File: src/rtl/video_chunk_requester.sv
// Video chunk requester.
// For each accepted startLine it walks one scanline. It issues {line, chunk}
// requests into the request FIFO, limited by credits. It then drains the
// RGB565 response FIFO into the line buffer write port, one pixel per cycle.
module video_chunk_requester #(
    parameter int CHUNK_BITS      = 5,
    parameter int HACTIVE_BITS    = 11,
    parameter int VACTIVE_BITS    = 11,
    parameter int MAX_OUTSTANDING = 2
) (
    input  logic                                           scalerClock,
    input  logic                                           reset,
    input  logic                                           startLine,
    input  logic [VACTIVE_BITS-1:0]                        lineNumber,
    input  logic [HACTIVE_BITS-CHUNK_BITS:0]               chunkCount,
    output logic                                           busy,
    output logic                                           lineDone,
    output logic                                           requestFifoWriteEnable,
    input  logic                                           requestFifoFull,
    output logic [VACTIVE_BITS+HACTIVE_BITS-CHUNK_BITS-1:0] requestFifoWriteData,
    output logic                                           responseFifoReadEnable,
    input  logic                                           responseFifoEmpty,
    input  logic [15:0]                                    responseFifoReadData,
    output logic                                           lineBufferWriteEnable,
    output logic [HACTIVE_BITS-1:0]                        lineBufferWriteAddress,
    output logic [15:0]                                    lineBufferWriteData
);
    localparam int CNT_W = HACTIVE_BITS - CHUNK_BITS + 1;
    localparam int PIX_W = HACTIVE_BITS + 1;
    localparam int OUT_W = 3;
    localparam logic [OUT_W-1:0] MAX_OUT = OUT_W'(MAX_OUTSTANDING);

    typedef enum logic {ST_IDLE, ST_ACTIVE} state_t;

    state_t                  state_q, state_d;
    logic [VACTIVE_BITS-1:0] line_q, line_d;
    logic [CNT_W-1:0]        chunk_count_q, chunk_count_d;
    logic [CNT_W-1:0]        req_index_q, req_index_d;
    logic [OUT_W-1:0]        outstanding_q, outstanding_d;
    logic [PIX_W-1:0]        popped_q, popped_d;
    logic [PIX_W-1:0]        pixel_index_q, pixel_index_d;
    logic                    wr_pending_q, wr_pending_d;
    logic                    zero_done_q, zero_done_d;

    logic [PIX_W-1:0]        total_pixels;
    logic                    start_accept;
    logic                    push;
    logic                    pop;
    logic                    credit;
    logic                    last_write;

    // Per-cycle qualifiers: these are derived from registered state and the live FIFO flags
    always_comb begin
        total_pixels = {chunk_count_q, {CHUNK_BITS{1'b0}}};
        start_accept = (state_q == ST_IDLE) && startLine && (chunkCount != '0);
        push         = (state_q == ST_ACTIVE) && (req_index_q < chunk_count_q) &&
                       !requestFifoFull && (outstanding_q < MAX_OUT);
        pop          = (state_q == ST_ACTIVE) && !responseFifoEmpty &&
                       (popped_q < total_pixels);
        credit       = wr_pending_q && (&pixel_index_q[CHUNK_BITS-1:0]);
        last_write   = wr_pending_q && (pixel_index_q == total_pixels - PIX_W'(1));
    end

    // State register
    always_ff @(posedge scalerClock) begin
        if (reset) state_q <= ST_IDLE;
        else       state_q <= state_d;
    end

    // Next-state logic: a line runs until its final pixel is written
    always_comb begin
        state_d = state_q;
        case (state_q)
            ST_IDLE:   if (start_accept) state_d = ST_ACTIVE;
            ST_ACTIVE: if (last_write)   state_d = ST_IDLE;
            default:   state_d = ST_IDLE;
        endcase
    end

    // Outputs: FIFO strobes follow the qualifiers; write data is masked outside write cycles
    always_comb begin
        busy                   = (state_q == ST_ACTIVE);
        lineDone               = zero_done_q || last_write;
        requestFifoWriteEnable = push;
        requestFifoWriteData   = {line_q, req_index_q[CNT_W-2:0]};
        responseFifoReadEnable = pop;
        lineBufferWriteEnable  = wr_pending_q;
        lineBufferWriteAddress = pixel_index_q[HACTIVE_BITS-1:0];
        lineBufferWriteData    = wr_pending_q ? responseFifoReadData : '0;
    end

    // Counter and latch updates for line setup, request issue, pixel drain and credits
    always_comb begin
        line_d        = line_q;
        chunk_count_d = chunk_count_q;
        req_index_d   = req_index_q;
        outstanding_d = outstanding_q;
        popped_d      = popped_q;
        pixel_index_d = pixel_index_q;
        wr_pending_d  = pop;
        zero_done_d   = (state_q == ST_IDLE) && startLine && (chunkCount == '0);
        if (start_accept) begin
            line_d        = lineNumber;
            chunk_count_d = chunkCount;
            req_index_d   = '0;
            outstanding_d = '0;
            popped_d      = '0;
            pixel_index_d = '0;
        end else if (state_q == ST_ACTIVE) begin
            if (push)         req_index_d   = req_index_q + CNT_W'(1);
            if (pop)          popped_d      = popped_q + PIX_W'(1);
            if (wr_pending_q) pixel_index_d = pixel_index_q + PIX_W'(1);
            case ({push, credit})
                2'b10:   outstanding_d = outstanding_q + OUT_W'(1);
                2'b01:   outstanding_d = outstanding_q - OUT_W'(1);
                default: outstanding_d = outstanding_q;
            endcase
        end
    end

    // Datapath registers
    always_ff @(posedge scalerClock) begin
        if (reset) begin
            line_q        <= '0;
            chunk_count_q <= '0;
            req_index_q   <= '0;
            outstanding_q <= '0;
            popped_q      <= '0;
            pixel_index_q <= '0;
            wr_pending_q  <= 1'b0;
            zero_done_q   <= 1'b0;
        end else begin
            line_q        <= line_d;
            chunk_count_q <= chunk_count_d;
            req_index_q   <= req_index_d;
            outstanding_q <= outstanding_d;
            popped_q      <= popped_d;
            pixel_index_q <= pixel_index_d;
            wr_pending_q  <= wr_pending_d;
            zero_done_q   <= zero_done_d;
        end
    end

endmodule

File: config.mk
export PLATFORM = sky130hd
export DESIGN_NAME = video_chunk_requester
export DESIGN_NICKNAME = d
export VERILOG_FILES = /design/src/rtl/video_chunk_requester.sv
export SDC_FILE = /design/constraint.sdc
export NUM_CORES = 1
export LEC_CHECK = 0
export ABC_AREA = 1
export CAP_MARGIN = 20
export CORE_AREA = 5 5 87 89
export CTS_CLUSTER_SIZE = 40
export DETAILED_ROUTE_END_ITERATION = 10
export DIE_AREA = 0 0 92 94
export GPL_ROUTABILITY_DRIVEN = 0
export MAX_ROUTING_LAYER = met4
export PLACE_DENSITY_LB_ADDON = 0.15
export REMOVE_ABC_BUFFERS = 1
export SLEW_MARGIN = 20
export SYNTH_ARGS = -nofsm -noshare
export SYNTH_HDL_FRONTEND = slang
export SYNTH_SLANG_ARGS = --single-unit
File: constraint.sdc
create_clock -name scalerClock -period 2.8 [get_ports scalerClock]
set_input_delay 0.84 -clock scalerClock [delete_from_list [all_inputs] [get_ports scalerClock]]
set_output_delay 0.84 -clock scalerClock [all_outputs]
set_load 0.01 [all_outputs]
==> results of run 1 <==
[metrics by stage]
stage / setup TNS [ns] / instances / hold slack (ns)
3_5_place_dp: -0.487 / 622 / 0.454
6_report: 0 / 631 / 0.468
3_3_place_gp: -0.362 / 622 / 0.450
2_1_floorplan: 0 / 436 / 0.439
5_1_grt: 0 / 631 / 0.478
4_1_cts: 0 / 631 / 0.469
[final cells by class]
| class | count | area (sq um) |
|---|---|---|
| inverters | 63 | 236 |
| multi-input cells | 318 | 1710 |
| clock buffers | 8 | 100 |
| well taps | 80 | 100 |
| flip-flops and latches | 55 | 1100 |
| repair buffers | 107 | 1020 |
| fillers | 613 | 2400 |
[flip-flops by register name, summed over array words and instances, names as in the netlist, 3 cells and up]
| name | cells |
|---|---|
| outstanding_q | 3 |
| line_q | 11 |
| pixel_index_q | 12 |
| popped_q | 12 |
| req_index_q | 7 |
| chunk_count_q | 7 |
[worst max-delay path: cells and delay by family]
| family | cells | cell delay [ns] |
|---|---|---|
| buffers and inverters | 3 | 1.03 |
| and+or+nand+nor | 1 | 0.05 |
[cells in the mapped netlist]
| cell | instances | share of area (%) |
|---|---|---|
| nor4_4 | 1 | 0.66 |
| or2_2 | 2 | 0.39 |
| nand3_2 | 1 | 0.31 |
| nor2_4 | 1 | 0.35 |
| dfxtp_1 | 55 | 34 |
| nor3_1 | 5 | 0.78 |
| o21a_1 | 2 | 0.47 |
| o21ai_0 | 27 | 4.2 |
| nor3b_1 | 1 | 0.23 |
| a21oi_1 | 40 | 6.3 |
| inv_1 | 59 | 6.9 |
| nand2_1 | 101 | 12 |
| ha_1 | 18 | 7.0 |
| clkbuf_1 | 5 | 0.59 |
| buf_4 | 19 | 4.5 |
| nand2_2 | 3 | 0.59 |
| o31ai_1 | 1 | 0.23 |
| nor2_1 | 53 | 6.2 |
| nand3_1 | 31 | 4.8 |
| nand3b_1 | 1 | 0.23 |
| inv_2 | 4 | 0.47 |
| xnor2_1 | 8 | 2.2 |
| nor4_2 | 1 | 0.39 |
| buf_2 | 3 | 0.47 |
| nand4_1 | 6 | 1.2 |
| xor2_1 | 12 | 3.3 |
| nor4_1 | 2 | 0.39 |
| fa_1 | 1 | 0.63 |
[power breakdown]
part	internal [mW]	total [mW]	switching, mW
combinational	0.166	0.341	0.175
clock	0.226	0.473	0.247
sequential	0.809	0.826	0.0171
total	1.20	1.64	0.438
[timing repair]
action                                  CTS  global route
resized for setup                         6            21
endpoints found under the setup margin    3            10
buffers inserted                          1             0
hold endpoints to repair                  0             0
pin swaps                                 2             6
[worst min-delay path by stage]
| stage | start | end | slack [ns] |
|---|---|---|---|
| 2_1_floorplan | outstanding_q[0] | outstanding_q[0] | 0.44 |
| 3_3_place_gp | outstanding_q[0] | outstanding_q[0] | 0.45 |
| 3_5_place_dp | outstanding_q[0] | outstanding_q[0] | 0.45 |
| 4_1_cts | outstanding_q[0] | outstanding_q[0] | 0.47 |
| 5_1_grt | outstanding_q[0] | outstanding_q[0] | 0.48 |
| 6_report | outstanding_q[0] | outstanding_q[0] | 0.47 |
[routing by layer]
metal / GRT usage (%) / routed length [um]
met5: - / 0
met4: 5.07 / 127
met3: 2.88 / 481
met2: 33.9 / 3810
met1: 21.5 / 3390
[cell families after synthesis]
group | after synthesis
AOI/OAI and AO/OA | 70
xor gates and xnor gates | 20
adders and majority gates | 19
buffers and inverters | 90
DFF | 55
and+or+nand+nor | 209
==> flow_metrics.tcl, run 1 <==
set metrics [dict create \
    outcome "finished, final reports clean" \
    drc 0 \
    dieHeight_um 94 \
    drt_iter0_markers 103 \
    max_freq_mhz 361 \
    ir_drop_v 0.000280 \
    seq_area_frac_synth_pct 34.4 \
    grt_max_degree 27 \
    port-buffer-count 87 \
    antenna_found_initial 0 \
    grt_first_pass_wirelength_um 13000 \
    path_max_fanout 1 \
    power_density_nw_per_um2 383 \
    hold_buffers 0 \
    synthToLayoutAreaGrowth_pct 33.6 \
    crit_required_ns 1.96 \
    layout_common_cells "nand2_1 (101), clkdlybuf4s50_1 (77), inv_1 (57)" \
    grt_pass1_vias 2919 \
    cp_slowest_cell "clkdlybuf4s50_1" \
    startpoint_type "input pin" \
    worst_clock_skew_ns 0.00721 \
    cts_tree "yes" \
    dr.pass1.iters 4 \
    crit_chain "clkdlybuf4s50_1, nand2_1, inv_1, clkdlybuf4s50_1" \
    ant_nets 0 \
    die_x_um 92 \
    synthAdderAreaFrac_pct 7.66 \
    fin_crit_sh_pct 98.9 \
    crit_path_frequent_cell "clkdlybuf4s50_1" \
    synth_top_family_by_area "simple AND/OR/NAND/NOR gates" \
    synth_mux_area_share_pct 0 \
    reg2regPathDepth 17 \
    core_sq_um 6680 \
    fin_crit_ns 2.77 \
    postLayoutCoreUtil_pct 64.0 \
    synthCells 463 \
    worst_pin_slew_ns 0.479 \
    cp-end-kind "output port" \
    arrival_ns 1.93 \
    cts_buffers 5 \
    r2r-end "outstanding_q[2]" \
    layout_commonest_cell "nand2_1" \
    maxCapViolCount 0 \
    synth_compound_area_share_pct 11.2 \
    clockRootBuffer "clkbuf_8" \
    synth.distinct_cells 28 \
    num_vias 3132 \
    drt_wl_total_um 7810 \
    fin_ws_ns 0.0315 \
    dp_slack_ns -0.271 \
    final_design_area_no_fill_sq_um 4280 \
    syn_area_per_cell_sq_um 6.92 \
    holdPathStages 2 \
    total_power_mw 1.64 \
    via_per_inst 4.96 \
    setup_viol 0 \
    slew_headroom_pct 68.0 \
    setup.worst_path.end "lineBufferWriteData[14]" \
    syn_area_sq_um 3200 \
    yosys.area_share.xor_xnor_pct 5.47 \
    min_path_type "reg2reg" \
    crit_start "responseFifoReadData[14]" \
    die_area_sq_um 8650 \
    slew_violations 0 \
    boundaryPins 88 \
    grt-ovfl-total 0 \
    wire_per_inst_um 12.4 \
    hold_viol 0 \
    placed_area_sq_um 4140 \
    clock-sinks 55 \
    path_clk_slew_ns 0.10 \
    grt_usage_pct 18.7 \
    synth-simple-area-share_pct 28.4 \
    ys_warn_count 0 \
    worstReg2RegStart "chunk_count_q[1]" \
    dp_hpwl_um 6220 \
    num_antenna_cells 0 \
    clockBufferDepth 2 \
    grt_setup_unrepaired "false" \
    worstSetupPathType "in2out" \
    reg2reg_slack_ns 0.21 \
    rows 30 \
    htree_levels 2 \
    slowest_delay_ns 0.52 \
    cellLeakagePower_nw 1.95 \
    final_nets 608 \
    start_util_pct 47.9 \
    ys_ff_latch 55 \
    clock_latency_ns 0.30 \
    drive_gt1_share_pct 9.44 \
]
No activity file was read; power rests on OpenSTA's default activity.
==> inputs of run 2 (changes only) <==
- GPL_TIMING_DRIVEN: default -> 0
==> flow_metrics.tcl, run 2 (synthesis gave the netlist of run 1 again) <==
set metrics [dict create \
    wire_per_inst_um 12.8 \
    max_freq_mhz 360 \
    clockBufferDepth 2 \
    worstReg2RegStart "chunk_count_q[2]" \
    top_regs "pixel_index_q: 12 flops, popped_q: 12 flops, line_q: 11 flops" \
    start_util_pct 47.9 \
    layout_commonest_cell "nand2_1" \
    r2r-end "outstanding_q[2]" \
    power_frac_comb_pct 19.2 \
    outcome "finished, final reports clean" \
    boundaryPins 88 \
    power_density_nw_per_um2 405 \
    num_vias 3079 \
    core_sq_um 6680 \
    layout_common_cells "nand2_1 (100), clkdlybuf4s50_1 (74), inv_1 (55)" \
    grt-ovfl-total 0 \
    maxCapViolCount 0 \
    arrival_ns 1.93 \
    cts_tree "yes" \
    via_per_inst 5.00 \
    holdPathStages 2 \
    hold_viol 0 \
    drive_gt1_share_pct 8.21 \
    antenna_found_initial 0 \
    slew_violations 0 \
    ant_nets 0 \
    min_from "outstanding_q[0]" \
    seqPwrFrac_pct 48.4 \
    internal-power_mw 1.26 \
    drc 0 \
    clock-sinks 55 \
    synthToLayoutAreaGrowth_pct 32.6 \
    whs_ns 0.476 \
    htree_levels 2 \
    clockRootBuffer "clkbuf_8" \
    dieHeight_um 94 \
    grt_pass1_vias 2901 \
    rows 30 \
    dp_hpwl_um 5780 \
    p_sw_share_pct 27.0 \
    cts_buffers 5 \
    hold_end "outstanding_q[0]" \
    startpoint_type "input pin" \
    grt_usage_pct 18.5 \
    die_area_sq_um 8650 \
    drt_wl_total_um 7860 \
    path_max_fanout 1 \
    worst_clock_skew_ns 0.00868 \
    pwr-share-clk_pct 32.4 \
    cp-end-kind "output port" \
    path_clk_slew_ns 0.10 \
    reg2reg_slack_ns 0.26 \
    num_antenna_cells 0 \
    grt_first_pass_wirelength_um 12900 \
    worstSetupPathType "in2out" \
    fin_crit_ns 2.77 \
    setup_tns_ns 0 \
    die_x_um 92 \
    ir_drop_v 0.000255 \
    p_sw_mw 0.465 \
    setup_viol 0 \
    grt_max_degree 28 \
    grt_setup_unrepaired "false" \
    dr.pass1.iters 4 \
    worst_pin_slew_ns 0.525 \
    reg2regPathDepth 16 \
    fin_crit_sh_pct 99.1 \
    drt_iter0_markers 154 \
    final_nets 593 \
    cellLeakagePower_nw 1.94 \
    slew_headroom_pct 64.9 \
    port-buffer-count 87 \
    min_path_type "reg2reg" \
    crit_required_ns 1.96 \
    clock_latency_ns 0.32 \
]
-- run 2: cell type report --
| cell class | instances | area, sq um |
|---|---|---|
| Clock buffer | 6 | 82.6 |
| Clock inverter | 2 | 35.0 |
| Fill cell | 628 | 2440 |
| Inverter | 63 | 244 |
| Multi-Input combinational cell | 318 | 1750 |
| Sequential cell | 55 | 1110 |
| Tap cell | 80 | 100 |
| Timing Repair Buffer | 92 | 918 |
-- run 2: power groups by stage --
| stage | logic, mW | registers [mW] | clock network (mW) |
|---|---|---|---|
| finish | 0.330 | 0.833 | 0.558 |
| global route | 0.365 | 0.839 | 0.607 |
| CTS | 0.324 | 0.833 | 0.572 |
| detailed placement | 0.302 | 0.851 | 0 |
| global placement | 0.295 | 0.850 | 0 |
| floorplan | 0.151 | 0.854 | 0 |
-- run 2: worst max path at each step --
| stage | end | slack (ns) | from |
|---|---|---|---|
| CTS | lineBufferWriteData[2] | 0.003 | responseFifoReadData[2] |
| finish | lineBufferWriteData[10] | 0.03 | responseFifoReadData[10] |
| global placement | responseFifoReadEnable | -0.88 | responseFifoEmpty |
| detailed placement | responseFifoReadEnable | -0.88 | responseFifoEmpty |
| floorplan | responseFifoReadEnable | 0.34 | chunk_count_q[2] |
| global route | lineBufferWriteData[10] | 0.002 | responseFifoReadData[10] |
-- run 2: repair_timing --
action,CTS,global route
buffers inserted,5,0
pin swaps,3,0
gates resized for setup,23,22
endpoints found under the setup margin,8,39
hold buffers,0,0
-- run 2: through the flow --
step	utilization (%)	instance area, sq um	power [mW]	setup WS [ns]	instances
global route	63.5	4250	1.81	0.00158	616
detailed placement	59.8	4000	1.15	-0.877	603
global placement	59.8	4000	1.15	-0.884	603
floorplan	-	3030	1.00	0.343	436
finish	63.5	4250	1.72	0.0254	616
CTS	63.0	4210	1.73	0.00324	616
-- run 2: worst max-delay path, stage by stage --
cell and delay, ns:
clkdlybuf4s50_1 0.46, nand2_1 0.05, inv_1 0.06, clkdlybuf4s50_1 0.53
-- run 2: per-layer routing --
| metal | up-vias | GRT usage, % | share of wire [%] |
|---|---|---|---|
| met5 | - | - | 0 |
| met4 | 0 | 6.19 | 1.4 |
| met3 | 11 | 3.69 | 6.3 |
| met2 | 74 | 31.6 | 48 |
| met1 | 1389 | 21.9 | 44 |
| li1 | 1605 | - | - |
